===== src/rtl/spi_target_sync.sv =====
// spi_target_sync: SPI mode-0 target (CPOL=0, CPHA=0) that oversamples sclk, cs and
// mosi in the clk domain. Bytes are exchanged through a one-deep transmit buffer and
// a registered receive byte, and can run back to back within one cs-low frame.
// Optional build macro: SPI_TARGET_LSB_FIRST_EN.
//   - When it is defined, both directions are LSB first.
//   - When it is undefined (default), both directions are MSB first.
module spi_target_sync #(
    parameter int SYNC_STAGES = 2
) (
    input  logic       clk,
    input  logic       rst,
    input  logic       sclk,
    input  logic       cs,
    input  logic       mosi,
    output logic       miso,
    input  logic [7:0] tx_data,
    input  logic       tx_valid,
    output logic       tx_ready,
    output logic [7:0] rx_data,
    output logic       rx_valid,
    output logic       busy,
    output logic       underrun,
    output logic       frame_err
);

    typedef enum logic [1:0] {
        ST_IDLE  = 2'd0,
        ST_LOAD  = 2'd1,
        ST_SHIFT = 2'd2
    } state_t;

    // The bit-order helpers keep the MSB/LSB choice in one place.
`ifdef SPI_TARGET_LSB_FIRST_EN
    function automatic logic tx_bit(input logic [7:0] sh);
        return sh[0];
    endfunction

    function automatic logic [7:0] tx_advance(input logic [7:0] sh);
        return sh >> 1;
    endfunction

    function automatic logic [7:0] rx_insert(input logic [7:0] sh, input logic b);
        return (sh >> 1) | {b, 7'd0};
    endfunction
`else
    function automatic logic tx_bit(input logic [7:0] sh);
        return sh[7];
    endfunction

    function automatic logic [7:0] tx_advance(input logic [7:0] sh);
        return sh << 1;
    endfunction

    function automatic logic [7:0] rx_insert(input logic [7:0] sh, input logic b);
        return (sh << 1) | {7'd0, b};
    endfunction
`endif

    // Synchronizer chains plus one delayed copy of each synchronized level
    logic [SYNC_STAGES-1:0] sclk_sync_q, sclk_sync_d;
    logic [SYNC_STAGES-1:0] cs_sync_q,   cs_sync_d;
    logic [SYNC_STAGES-1:0] mosi_sync_q, mosi_sync_d;
    logic                   sclk_prev_q, sclk_prev_d;
    logic                   cs_prev_q,   cs_prev_d;

    logic sclk_s, cs_s, mosi_s;
    logic sclk_rise_s, sclk_fall_s, cs_rise_s, cs_fall_s;

    // Core state
    state_t     state_q, state_d;
    logic [7:0] tx_shift_q, tx_shift_d;
    logic [7:0] rx_shift_q, rx_shift_d;
    logic [2:0] bit_cnt_q, bit_cnt_d;
    logic       load_pending_q, load_pending_d;
    logic [7:0] buf_q, buf_d;
    logic       buf_full_q, buf_full_d;

    // Registered outputs
    logic       miso_q, miso_d;
    logic       tx_ready_q, tx_ready_d;
    logic [7:0] rx_data_q, rx_data_d;
    logic       rx_valid_q, rx_valid_d;
    logic       busy_q, busy_d;
    logic       underrun_q, underrun_d;
    logic       frame_err_q, frame_err_d;

    logic load_s;
    logic accept_s;

    assign sclk_s = sclk_sync_q[SYNC_STAGES-1];
    assign cs_s   = cs_sync_q[SYNC_STAGES-1];
    assign mosi_s = mosi_sync_q[SYNC_STAGES-1];

    assign sclk_rise_s = sclk_s & ~sclk_prev_q;
    assign sclk_fall_s = ~sclk_s & sclk_prev_q;
    assign cs_rise_s   = cs_s & ~cs_prev_q;
    assign cs_fall_s   = ~cs_s & cs_prev_q;

    assign accept_s = tx_valid & tx_ready_q;

    // Shift the raw pins into the synchronizers and remember the last synchronized level
    always_comb begin
        sclk_sync_d = {sclk_sync_q[SYNC_STAGES-2:0], sclk};
        cs_sync_d   = {cs_sync_q[SYNC_STAGES-2:0], cs};
        mosi_sync_d = {mosi_sync_q[SYNC_STAGES-2:0], mosi};
        sclk_prev_d = sclk_s;
        cs_prev_d   = cs_s;
    end

    // Next state, shifters, buffer and output flags
    always_comb begin
        state_d        = state_q;
        tx_shift_d     = tx_shift_q;
        rx_shift_d     = rx_shift_q;
        bit_cnt_d      = bit_cnt_q;
        load_pending_d = load_pending_q;
        buf_d          = buf_q;
        buf_full_d     = buf_full_q;
        rx_data_d      = rx_data_q;
        rx_valid_d     = 1'b0;
        underrun_d     = 1'b0;
        frame_err_d    = 1'b0;
        load_s         = 1'b0;

        case (state_q)
            ST_IDLE: begin
                if (cs_fall_s) begin
                    state_d = ST_LOAD;
                end else begin
                    state_d = ST_IDLE;
                end
            end
            ST_LOAD: begin
                bit_cnt_d      = 3'd0;
                rx_shift_d     = 8'h00;
                load_pending_d = 1'b0;
                if (cs_rise_s) begin
                    state_d = ST_IDLE;
                end else begin
                    load_s  = 1'b1;
                    state_d = ST_SHIFT;
                end
            end
            ST_SHIFT: begin
                if (cs_rise_s) begin
                    // End of frame: a partial byte is dropped and flagged.
                    state_d        = ST_IDLE;
                    bit_cnt_d      = 3'd0;
                    rx_shift_d     = 8'h00;
                    load_pending_d = 1'b0;
                    if (bit_cnt_q != 3'd0) begin
                        frame_err_d = 1'b1;
                    end else begin
                        frame_err_d = 1'b0;
                    end
                end else if (sclk_rise_s) begin
                    rx_shift_d = rx_insert(rx_shift_q, mosi_s);
                    bit_cnt_d  = bit_cnt_q + 3'd1;
                    if (bit_cnt_q == 3'd7) begin
                        rx_data_d      = rx_insert(rx_shift_q, mosi_s);
                        rx_valid_d     = 1'b1;
                        load_pending_d = 1'b1;
                    end else begin
                        rx_valid_d = 1'b0;
                    end
                end else if (sclk_fall_s) begin
                    // The fall after a completed byte presents the next byte's first bit.
                    if (load_pending_q) begin
                        load_s         = 1'b1;
                        load_pending_d = 1'b0;
                    end else begin
                        tx_shift_d = tx_advance(tx_shift_q);
                    end
                end else begin
                    state_d = ST_SHIFT;
                end
            end
            default: begin
                state_d = ST_IDLE;
            end
        endcase

        // Moving the buffer into the shifter empties it; an empty buffer sends zeros.
        if (load_s) begin
            buf_full_d = 1'b0;
            if (buf_full_q) begin
                tx_shift_d = buf_q;
            end else begin
                tx_shift_d = 8'h00;
                underrun_d = 1'b1;
            end
        end else begin
            underrun_d = 1'b0;
        end

        // A byte accepted in the same clk as a load lands in the freshly emptied buffer.
        if (accept_s) begin
            buf_d      = tx_data;
            buf_full_d = 1'b1;
        end else begin
            buf_d = buf_q;
        end

        busy_d     = (state_d != ST_IDLE);
        miso_d     = (state_d != ST_IDLE) ? tx_bit(tx_shift_d) : 1'b0;
        tx_ready_d = ~buf_full_d;
    end

    // Synchronizer and edge-history registers
    always_ff @(posedge clk or posedge rst) begin
        if (rst) begin
            sclk_sync_q <= {SYNC_STAGES{1'b0}};
            cs_sync_q   <= {SYNC_STAGES{1'b0}};
            mosi_sync_q <= {SYNC_STAGES{1'b0}};
            sclk_prev_q <= 1'b0;
            cs_prev_q   <= 1'b0;
        end else begin
            sclk_sync_q <= sclk_sync_d;
            cs_sync_q   <= cs_sync_d;
            mosi_sync_q <= mosi_sync_d;
            sclk_prev_q <= sclk_prev_d;
            cs_prev_q   <= cs_prev_d;
        end
    end

    // FSM state, datapath and output registers
    always_ff @(posedge clk or posedge rst) begin
        if (rst) begin
            state_q        <= ST_IDLE;
            tx_shift_q     <= 8'h00;
            rx_shift_q     <= 8'h00;
            bit_cnt_q      <= 3'd0;
            load_pending_q <= 1'b0;
            buf_q          <= 8'h00;
            buf_full_q     <= 1'b0;
            miso_q         <= 1'b0;
            tx_ready_q     <= 1'b1;
            rx_data_q      <= 8'h00;
            rx_valid_q     <= 1'b0;
            busy_q         <= 1'b0;
            underrun_q     <= 1'b0;
            frame_err_q    <= 1'b0;
        end else begin
            state_q        <= state_d;
            tx_shift_q     <= tx_shift_d;
            rx_shift_q     <= rx_shift_d;
            bit_cnt_q      <= bit_cnt_d;
            load_pending_q <= load_pending_d;
            buf_q          <= buf_d;
            buf_full_q     <= buf_full_d;
            miso_q         <= miso_d;
            tx_ready_q     <= tx_ready_d;
            rx_data_q      <= rx_data_d;
            rx_valid_q     <= rx_valid_d;
            busy_q         <= busy_d;
            underrun_q     <= underrun_d;
            frame_err_q    <= frame_err_d;
        end
    end

    assign miso      = miso_q;
    assign tx_ready  = tx_ready_q;
    assign rx_data   = rx_data_q;
    assign rx_valid  = rx_valid_q;
    assign busy      = busy_q;
    assign underrun  = underrun_q;
    assign frame_err = frame_err_q;

endmodule


===== config.mk =====
export PLATFORM = sky130hd
export DESIGN_NAME = spi_target_sync
export DESIGN_NICKNAME = d
export VERILOG_FILES = /design/src/rtl/spi_target_sync.sv
export SDC_FILE = /design/constraint.sdc
export NUM_CORES = 1
export LEC_CHECK = 0
export CORE_UTILIZATION = 54
export CTS_CLUSTER_SIZE = 24
export DETAILED_ROUTE_END_ITERATION = 16
export PLACE_DENSITY = 0.79
export SETUP_SLACK_MARGIN = 0.2
export SLEW_MARGIN = 20
export SYNTH_ARGS = -nofsm -noshare
export SYNTH_HDL_FRONTEND = slang
export SYNTH_SLANG_ARGS = --single-unit

===== constraint.sdc =====
create_clock -name clk -period 2.6 [get_ports clk]
set_clock_uncertainty 0.2 [all_clocks]
set_input_delay 0.65 -clock clk [delete_from_list [all_inputs] [get_ports clk]]
set_output_delay 0.65 -clock clk [all_outputs]
set_load 0.005 [all_outputs]

# ---- Word-level counts from Yosys, hierarchy flattened
# Index checks and enable logic that the tools add are counted.
dict set report totals {
  register_bits 52
  latch_bits 0
  ram_bits 0
  rom_bits 0
  inputBits 14
  output_inout_bits 14
  elab_cells 94
  memories 0
}
dict set report classes {
  addsub 1
  multipliers 0
  n_div 0
  magnitude_cmp 0
  eq_ne 9
  shifts 0
  n_mux 42
  bitwise 12
  reduce_logical 10
}
# cell n
set op_table {}
lappend op_table {{$mux 8} 7}
lappend op_table {{$mux 1} 22}
lappend op_table {{$mux 7} 2}
lappend op_table {{$pmux 7 s2} 1}
lappend op_table {{$mux 2} 4}
lappend op_table {{$ne 4x4->1 const B} 2}
lappend op_table {{$or 8x1->8} 1}
lappend op_table {{$reduce_bool 2->1} 4}
lappend op_table {{$mux 3} 2}
lappend op_table {{$ne 2x1->1 const B} 3}
lappend op_table {{$not 1->1} 6}
lappend op_table {{$pmux 2 s3} 1}
lappend op_table {{$pmux 3 s2} 1}
lappend op_table {{$and 1x1->1} 5}
lappend op_table {{$reduce_and 5->1} 1}
lappend op_table {{$pmux 1 s2} 2}
lappend op_table {{$reduce_and 4->1} 1}
lappend op_table {{$add 3x1->3 const B} 1}
lappend op_table {{$eq 3x3->1 const B} 1}
lappend op_table {{$ne 3x3->1 const B} 1}
lappend op_table {{$reduce_and 3->1} 1}
lappend op_table {{$reduce_bool 3->1} 1}
lappend op_table {{$eq 2x1->1 const B} 1}
lappend op_table {{$eq 2x2->1 const B} 1}
lappend op_table {{other kinds (2)} 2}

# ---- Depth between registers and ports, before layout
dict set report depth {
  ltp_word 9
  mapped_depth 8
  mapped_depth_nobuf 6
}

# ---- Worst setup path after synthesis
# OpenSTA, ideal clock, no wires.
dict set report synth_timing {
  path_kind {reg2reg}
  from {register state_q[0]}
  to {register tx_shift_q[7]}
  setup_time_ns 0.119
  t_arrival_ns 1.519
  path_slack_ns 0.762
  stages_incl_launch_ff 8
  synth_period_minus_slack_ns 1.838
  cell_sequence {dfrtp_1 > inv_1 > ha_1 > buf_2 > and4b_4 > o211ai_4 > o211ai_1 > and2_1}
}
dict set report synth_between {
  elab_chain_len 3
}
# element line
set synth_lines {}
lappend synth_lines {{start, declared} 70} ;# state_t state_q, state_d;
lappend synth_lines {{start signal, assigned} 244} ;# state_q <= state_d;
lappend synth_lines {{$eq 2x2->1 or $eq 2x1->1 (tied branches)} 125} ;# case (state_q)
lappend synth_lines {{$pmux 1 s2 or $mux 8 (tied branches)} 125}
lappend synth_lines {{$mux 8 (*)} 184} ;# if (load_s) begin
lappend synth_lines {{net tx_shift_d[7]} 71} ;# logic [7:0] tx_shift_q, tx_shift_d;
lappend synth_lines {{end signal, assigned} 245} ;# tx_shift_q <= tx_shift_d;
lappend synth_lines {{end, declared} 71}
# The timed path passes the listed nets; every way through them passes the cells marked *. The select of a mux whose other input is x is not followed.
# A chain may end at the register's enable or synchronous reset.

# ---- Final worst setup path
dict set report layout_timing {
  from {register tx_ready_q, in the netlist tx_ready}
  to {output port tx_ready}
}
# element line
set layout_lines {}
lappend layout_lines {{start, declared} 80} ;# logic tx_ready_q, tx_ready_d;
lappend layout_lines {{start signal, assigned} 252} ;# tx_ready_q <= tx_ready_d;
lappend layout_lines {{end, declared} 18} ;# output logic tx_ready,
# No word-level cell between the ends.

==> flow_summary.toml <==
[detailed_routing]
first_pass_iters = 4
drc = 0
ant_nets = 0
avgViaCountPerCell = 5.367
first_iter_violations = 40
vias = 1272
routed_wl_um = 3250
wl_per_cell_um = 13.71

[worst_setup_path]
path_delay_family = "flip-flops"
crit_arrival_ns = 1.32
worstPathCellList = "clkdlybuf4s50_1"
critPathKind = "flop to primary output"
crit_path_end_kind = "primary output"
cp_data_required_time_ns = 1.75
critPathLaunchType = "flop"
cp_max_fo = 2
critPathSlowestCell = "dfstp_2"
slowest_delay_ns = 0.54
cp.buffers_inverters = 1

[yosys]
synth_top_family_by_area = "multiplexers"
ys_seq_elements = 52
yosys_warnings = 0
yosysMostFrequentCell = "dfrtp_1"
synthTopCellsByCount = "dfrtp_1 (51), mux2_2 (17), a21oi_1 (12), inv_1 (12)"
ys_seq_area_share_pct = 60.59
synth.avg_cell_area_um2 = 13.69
synth_top_flop_cell = "dfrtp_1"
yosys.area.top_type_share_pct = 59.37
synthAdderAreaFrac_pct = 5.239
synth.area.top_cells = "dfrtp_1 (59%), mux2_2 (8.9%), ha_1 (5.2%), a22o_1 (3.7%), mux2i_1 (3.3%)"
synth-async-reset-ratio_pct = 100.0
synth_edf_count = 0
syn_nets = 180
synth_mux_area_share_pct = 12.17
synthCells = 157
netlist_area_um2 = 2150
synth_compound_area_share_pct = 11.99
synthDistinctLibCells = 34
synth_top_cell_by_area = "dfrtp_1"
synthXorXnorAreaFrac_pct = 0
synthSimpleGateAreaFrac_pct = 6.345

[run_status]
status = "completed"

[clock_network]
cts_tree = "built"
htree_levels = 2
cts.repair.resized = 0
post_cts_buffers = 0
cts_buffers = 5
path_clk_slew_ns = 0.09
cts.hold.buffers_added = 0
cts_root_buf = "clkbuf_8"
clkLatencyLatePin_ns = 0.30
clockBufferDepth = 2
cts_sinks = 52

[sta]
fmax_ghz = 0.4599
final-hold-violation-count = 0
setup_violations = 0
tightestPinTransition_ns = 0.4643
finalHoldWorstSlack_ns = 0.1541
finalCritPeriodShare_pct = 83.62
maxSlewHeadroom_pct = 69.05
slew_violations = 0
fin_crit_ns = 2.174
fin_tns_setup_ns = 0
rsz0062_at_grt = "no"

[power]
power_density_nw_per_um2 = 766.6
max-vdd-ir-drop_mv = 0.4955
power_leakage_uw = 0.001251

[global_routing]
grt_pass1_wl_um = 5595
grt_usage_pct = 17.75
antenna_found_initial = 0
grt_pass1_vias = 1281
grt_overflow = 0
grt_max_degree = 35

[finish]
finalCoreUtilization_pct = 68.95
fin_cells = 237
nNetsFinal = 211
diodes = 0
syn_to_final_growth_pct = 20.08
drive_gt1_share_pct = 18.52
num-fill-cells = 274
final_area_um2 = 2581

[die]
die_y_um = 65.09
start_util_pct = 57.42
num_rows = 22
die-area_um2 = 4237
core_area_um2 = 3744
ios = 28
die_w_um = 65.09

[placement]
placed_area_um2 = 2474
detailed_place_hpwl_um = 2372
place.gp.congestion = 0.8110
numPortBuffers = 27
placed_cells = 229

[run]
cap_violations = 0

[hold_path]
worstHoldPathType = "flop to flop"
[logic make-up (layout without fill, tap and decap cells)]
| group | count (synthesis) | in the layout |
|---|---|---|
| AOI/OAI and AO/OA | 32 | 32 |
| adders and majority gates | 9 | 9 |
| buffers and inverters | 17 | 49 |
| DFF | 52 | 52 |
| muxes | 24 | 24 |
| and+or+nand+nor | 23 | 23 |
[state kept, by name, indices dropped and copies added (netlist names)]
signal	cells
buf_q	8
sclk_prev_q	1
mosi_sync_q	2
tx_ready	1
buf_full_q	1
rx_shift_q	7
bit_cnt_q	3
underrun	1
busy	1
frame_err	1
cs_sync_q	2
state_q	2
tx_shift_q	8
sclk_sync_q	2
miso	1
load_pending_q	1
rx_valid	1
rx_data	8
cs_prev_q	1
[through the flow]
stage                     total power (uW)  setup slack (ns)
after global routing                  2089            0.3142
after global placement                1439            0.5702
after detailed placement              1470            0.4824
final                                 1979            0.4258
after floorplan                       1341            0.4938
after CTS                             1999            0.4113
[final timing paths]
path | startpoint | to | slack [ns] | depth (start not counted)
worst max-delay path | tx_ready$_DFF_PP1_ | tx_ready | 0.43 | 1
worst min-delay path | sclk_sync_q[0]$_DFF_PP0_ | sclk_sync_q[1]$_DFF_PP0_ | 0.15 | 0
worst max register to register | state_q[0]$_DFF_PP0_ | tx_shift_q[7]$_DFF_PP0_ | 0.46 | 6
worst min register to register | sclk_sync_q[0]$_DFF_PP0_ | sclk_sync_q[1]$_DFF_PP0_ | 0.15 | 0
max in group asynchronous | rst | tx_ready$_DFF_PP1_ | 1.19 | 3
min in group asynchronous | rst | mosi_sync_q[1]$_DFF_PP0_ | 0.45 | 2
[area by class of cell]
| class | count | area, um^2 | area share (%) |
|---|---|---|---|
| clock inverter | 2 | 35.03 | 1.357 |
| timing repair buffer | 29 | 297.8 | 11.54 |
| multi-input combinational | 88 | 768.2 | 29.76 |
| inverter | 12 | 45.04 | 1.745 |
| sequential | 52 | 1303 | 50.46 |
| tap | 48 | 60.06 | 2.327 |
| clock buffer | 6 | 72.57 | 2.811 |
[cell usage in the layout (no fill, tap or decap), types with 2 or more instances in the layout]
master / synthesis / routed
dfrtp_1: 51 / 51
clkdlybuf4s50_1: 0 / 27
mux2_2: 17 / 17
a21oi_1: 12 / 12
inv_1: 12 / 11
a22o_1: 9 / 9
ha_1: 9 / 9
mux2i_1: 7 / 7
nand2_1: 5 / 5
clkbuf_8: 0 / 5
o21ai_0: 3 / 3
nor2_1: 3 / 3
and3_1: 2 / 2
nor3_1: 2 / 2
and2_1: 2 / 2
[power breakdown]
group / switching (uW) / internal [uW]
Clock: 239 / 285
Combinational: 168 / 205
Sequential: 105 / 976
[layer usage]
metal / global-route usage [%] / vias up / share of wire, %
met3: 3.125 / 6 / 3.2
met4: 8.967 / 0 / 1.9
met5: 0 / - / 0
li1: - / 615 / -
met1: 22.80 / 627 / 48
met2: 29.04 / 24 / 47
No activity file was read; power rests on OpenSTA's default activity.
==> RTL change: new RTL, same flow settings <==
Add a define of `SPI_TARGET_LSB_FIRST_EN`.
--- a/src/rtl/spi_target_sync.sv
+++ b/src/rtl/spi_target_sync.sv
@@ -6,2 +6,4 @@
 //   - When it is undefined (default), both directions are MSB first.
+`define SPI_TARGET_LSB_FIRST_EN
+
 module spi_target_sync #(
Formal check against the unedited RTL: not equivalent (Yosys sat finds a counterexample within 10 cycles, from zero or initial values and one cycle with rst high).
==> RTL change against the original RTL <==
  * Total power down 3.6%
  * Largest cell class unchanged
  * Sequential power hardly changed
  * Via count up 0.71%
  * Sequential cell count stayed put
  * Non-clock buffer count did not move
  * Synthesized cell count is 0.64% higher
  * Final cell count stayed put
  * Design area shrank 0.97%
  * Setup slack got worse by 0.015 ns
  * Wire length increased by 3.4%
  * Global-route usage is 0.79 points higher
  * Area after synthesis rose by 1.5%
==> RTL change: results (changes against the original RTL) <==
Logic synthesis
  • Top cells by area, synth: dfrtp_1 (59%), mux2_2 (8.8%), ha_1 (5.2%) (was dfrtp_1 (59%), mux2_2 (8.9%), ha_1 (5.2%))
  • Multiplexer share of the synthesized area: 12.0% (was 12.2%)
  • Total nets after synthesis: 181 (was 180)
  • Post-synthesis sequential area ratio: 59.7% (was 60.6%)
  • Synth Area in Compound Gates: 11.7% (was 12.0%)
  • Post-synth ARST share: 100% (unchanged)
  • Xor/xnor cell area share of the yosys netlist: 0% (unchanged)
  • Top cells by count, synth: dfrtp_1 (51), mux2_2 (17), inv_1 (12), a21oi_1 (11) (was dfrtp_1 (51), mux2_2 (17), a21oi_1 (12), inv_1 (12))
  • Post-Synth Adder-Cell Area: 5.16% (was 5.24%)
  • Yosys warning total: 0 (unchanged)
  • Cell variety after synth: 35 (was 34)

Critical path
  • R2R setup slack: 0.45 ns
  • FF-to-FF End: tx_shift_q[0] (was tx_shift_q[7])
  • Worst path top cell family by delay: flip-flops (unchanged)
  • CP peak stage delay: 0.54 ns (about the same)
  • CP Launch Point: tx_ready (unchanged)
  • CP arrival: 1.34 ns (was 1.32 ns)
  • Crit-path slowest cell: dfstp_2 (unchanged)
  • Maximum fanout along the worst path: 2 (unchanged)
  • R2R cell count: 6 (unchanged)

Clocking
  • Worst-path clk slew: 0.09 ns (about the same)
  • CTS Buffer Depth: 2 (unchanged)
  • CTS H-tree lvls: 2 (unchanged)
  • CTS Buf Count: 5 (unchanged)
  • Later-pin clock latency in the skew report: 0.30 ns (about the same)
  • Setup bufs post-CTS: 0 (unchanged)
  • Root buf cell: clkbuf_8 (unchanged)
  • PostCTS Resize Cnt: 0 (unchanged)

Timing
  • Hold Worst Slack: 0.155 ns (was 0.154 ns)
  • Slew margin rel.: 64.6% (was 69.0%)

Global route
  • Vias in the first global route: 1304 (was 1281)
  • Largest net degree at the start of global routing: 30 (was 35)
  • First-pass GRT wire length: 5.93 mm (was 5.60 mm)
  • Initial antenna violation count: 0 (unchanged)
  • Total GRT Usage: 18.5% (was 17.7%)

Cells and area
  • Share of cells above drive strength 1: 22.2% (was 18.5%)
  • NumNets Final: 211 (unchanged)
  • # diodes: 0 (unchanged)

Power and ir drop
  • Comb power frac: 19.3% (was 18.8%)
  • Sw frac: 28.0% (was 25.9%)
  • Clk pwr: 456 µW (was 525 µW)
  • Peak VDD IR: 462 µV (was 495 µV)
  • Leak: 0.00120 µW (was 0.00125 µW)

Place
  • Final Wtd Congestion: 0.804 (was 0.811)
  • DP Wirelength: 2.39 mm (was 2.37 mm)
  • Port-buffer cells: 27 (unchanged)

Drt
  • Iter 0 DRT Violations: 49 (was 40)
  • DR vias/cell: 5.41 (was 5.37)
  • Pre-Repair DR Iteration Count: 4 (unchanged)
  • Final wirelength: 3.36 mm (was 3.25 mm)

Min path
  • Hold path endpoint: mosi_sync_q[1] (was sclk_sync_q[1])
  • Hold crit path type: reg2reg (unchanged)
  • Worst Hold Depth: 0 (unchanged)
  • Hold_sp: mosi_sync_q[0] (was sclk_sync_q[0])

Status
  • Status: finished clean (unchanged)
==> RTL change: changes by cell type after synthesis, sizes merged <==
cell  delta
buf      +1
==> RTL change: layout make-up <==
cell class              count  area (µm²)
flip-flops and latches     52        1300
fillers                   255        1210
multi-input cells          88         772
repair buffers             29         285
clock buffers               5        68.8
well taps                  48        60.1
inverters                  12        45.0
clock inverters             3        22.5
==> RTL change: metal layers <==
metal  vias to the layer above  share of wire, %  global-route usage [%]
met3                         8               4.4                    5.03
met5                         -                 0                       0
met2                        25                46                    29.0
met4                         0               1.6                    6.52
li1                        610                 -                       -
met1                       638                48                    24.9
==> RTL change: metrics by stage <==
stage	area (µm²)	util, %	cells	setup slack (ns)	power, µW
after floorplan	2180	-	158	0.494	1360
after global placement	2460	65.4	229	0.556	1440
after detailed placement	2460	65.4	229	0.467	1470
after CTS	2560	67.8	237	0.396	1930
after global routing	2560	67.8	237	0.286	2020
final	2560	67.8	237	0.411	1910
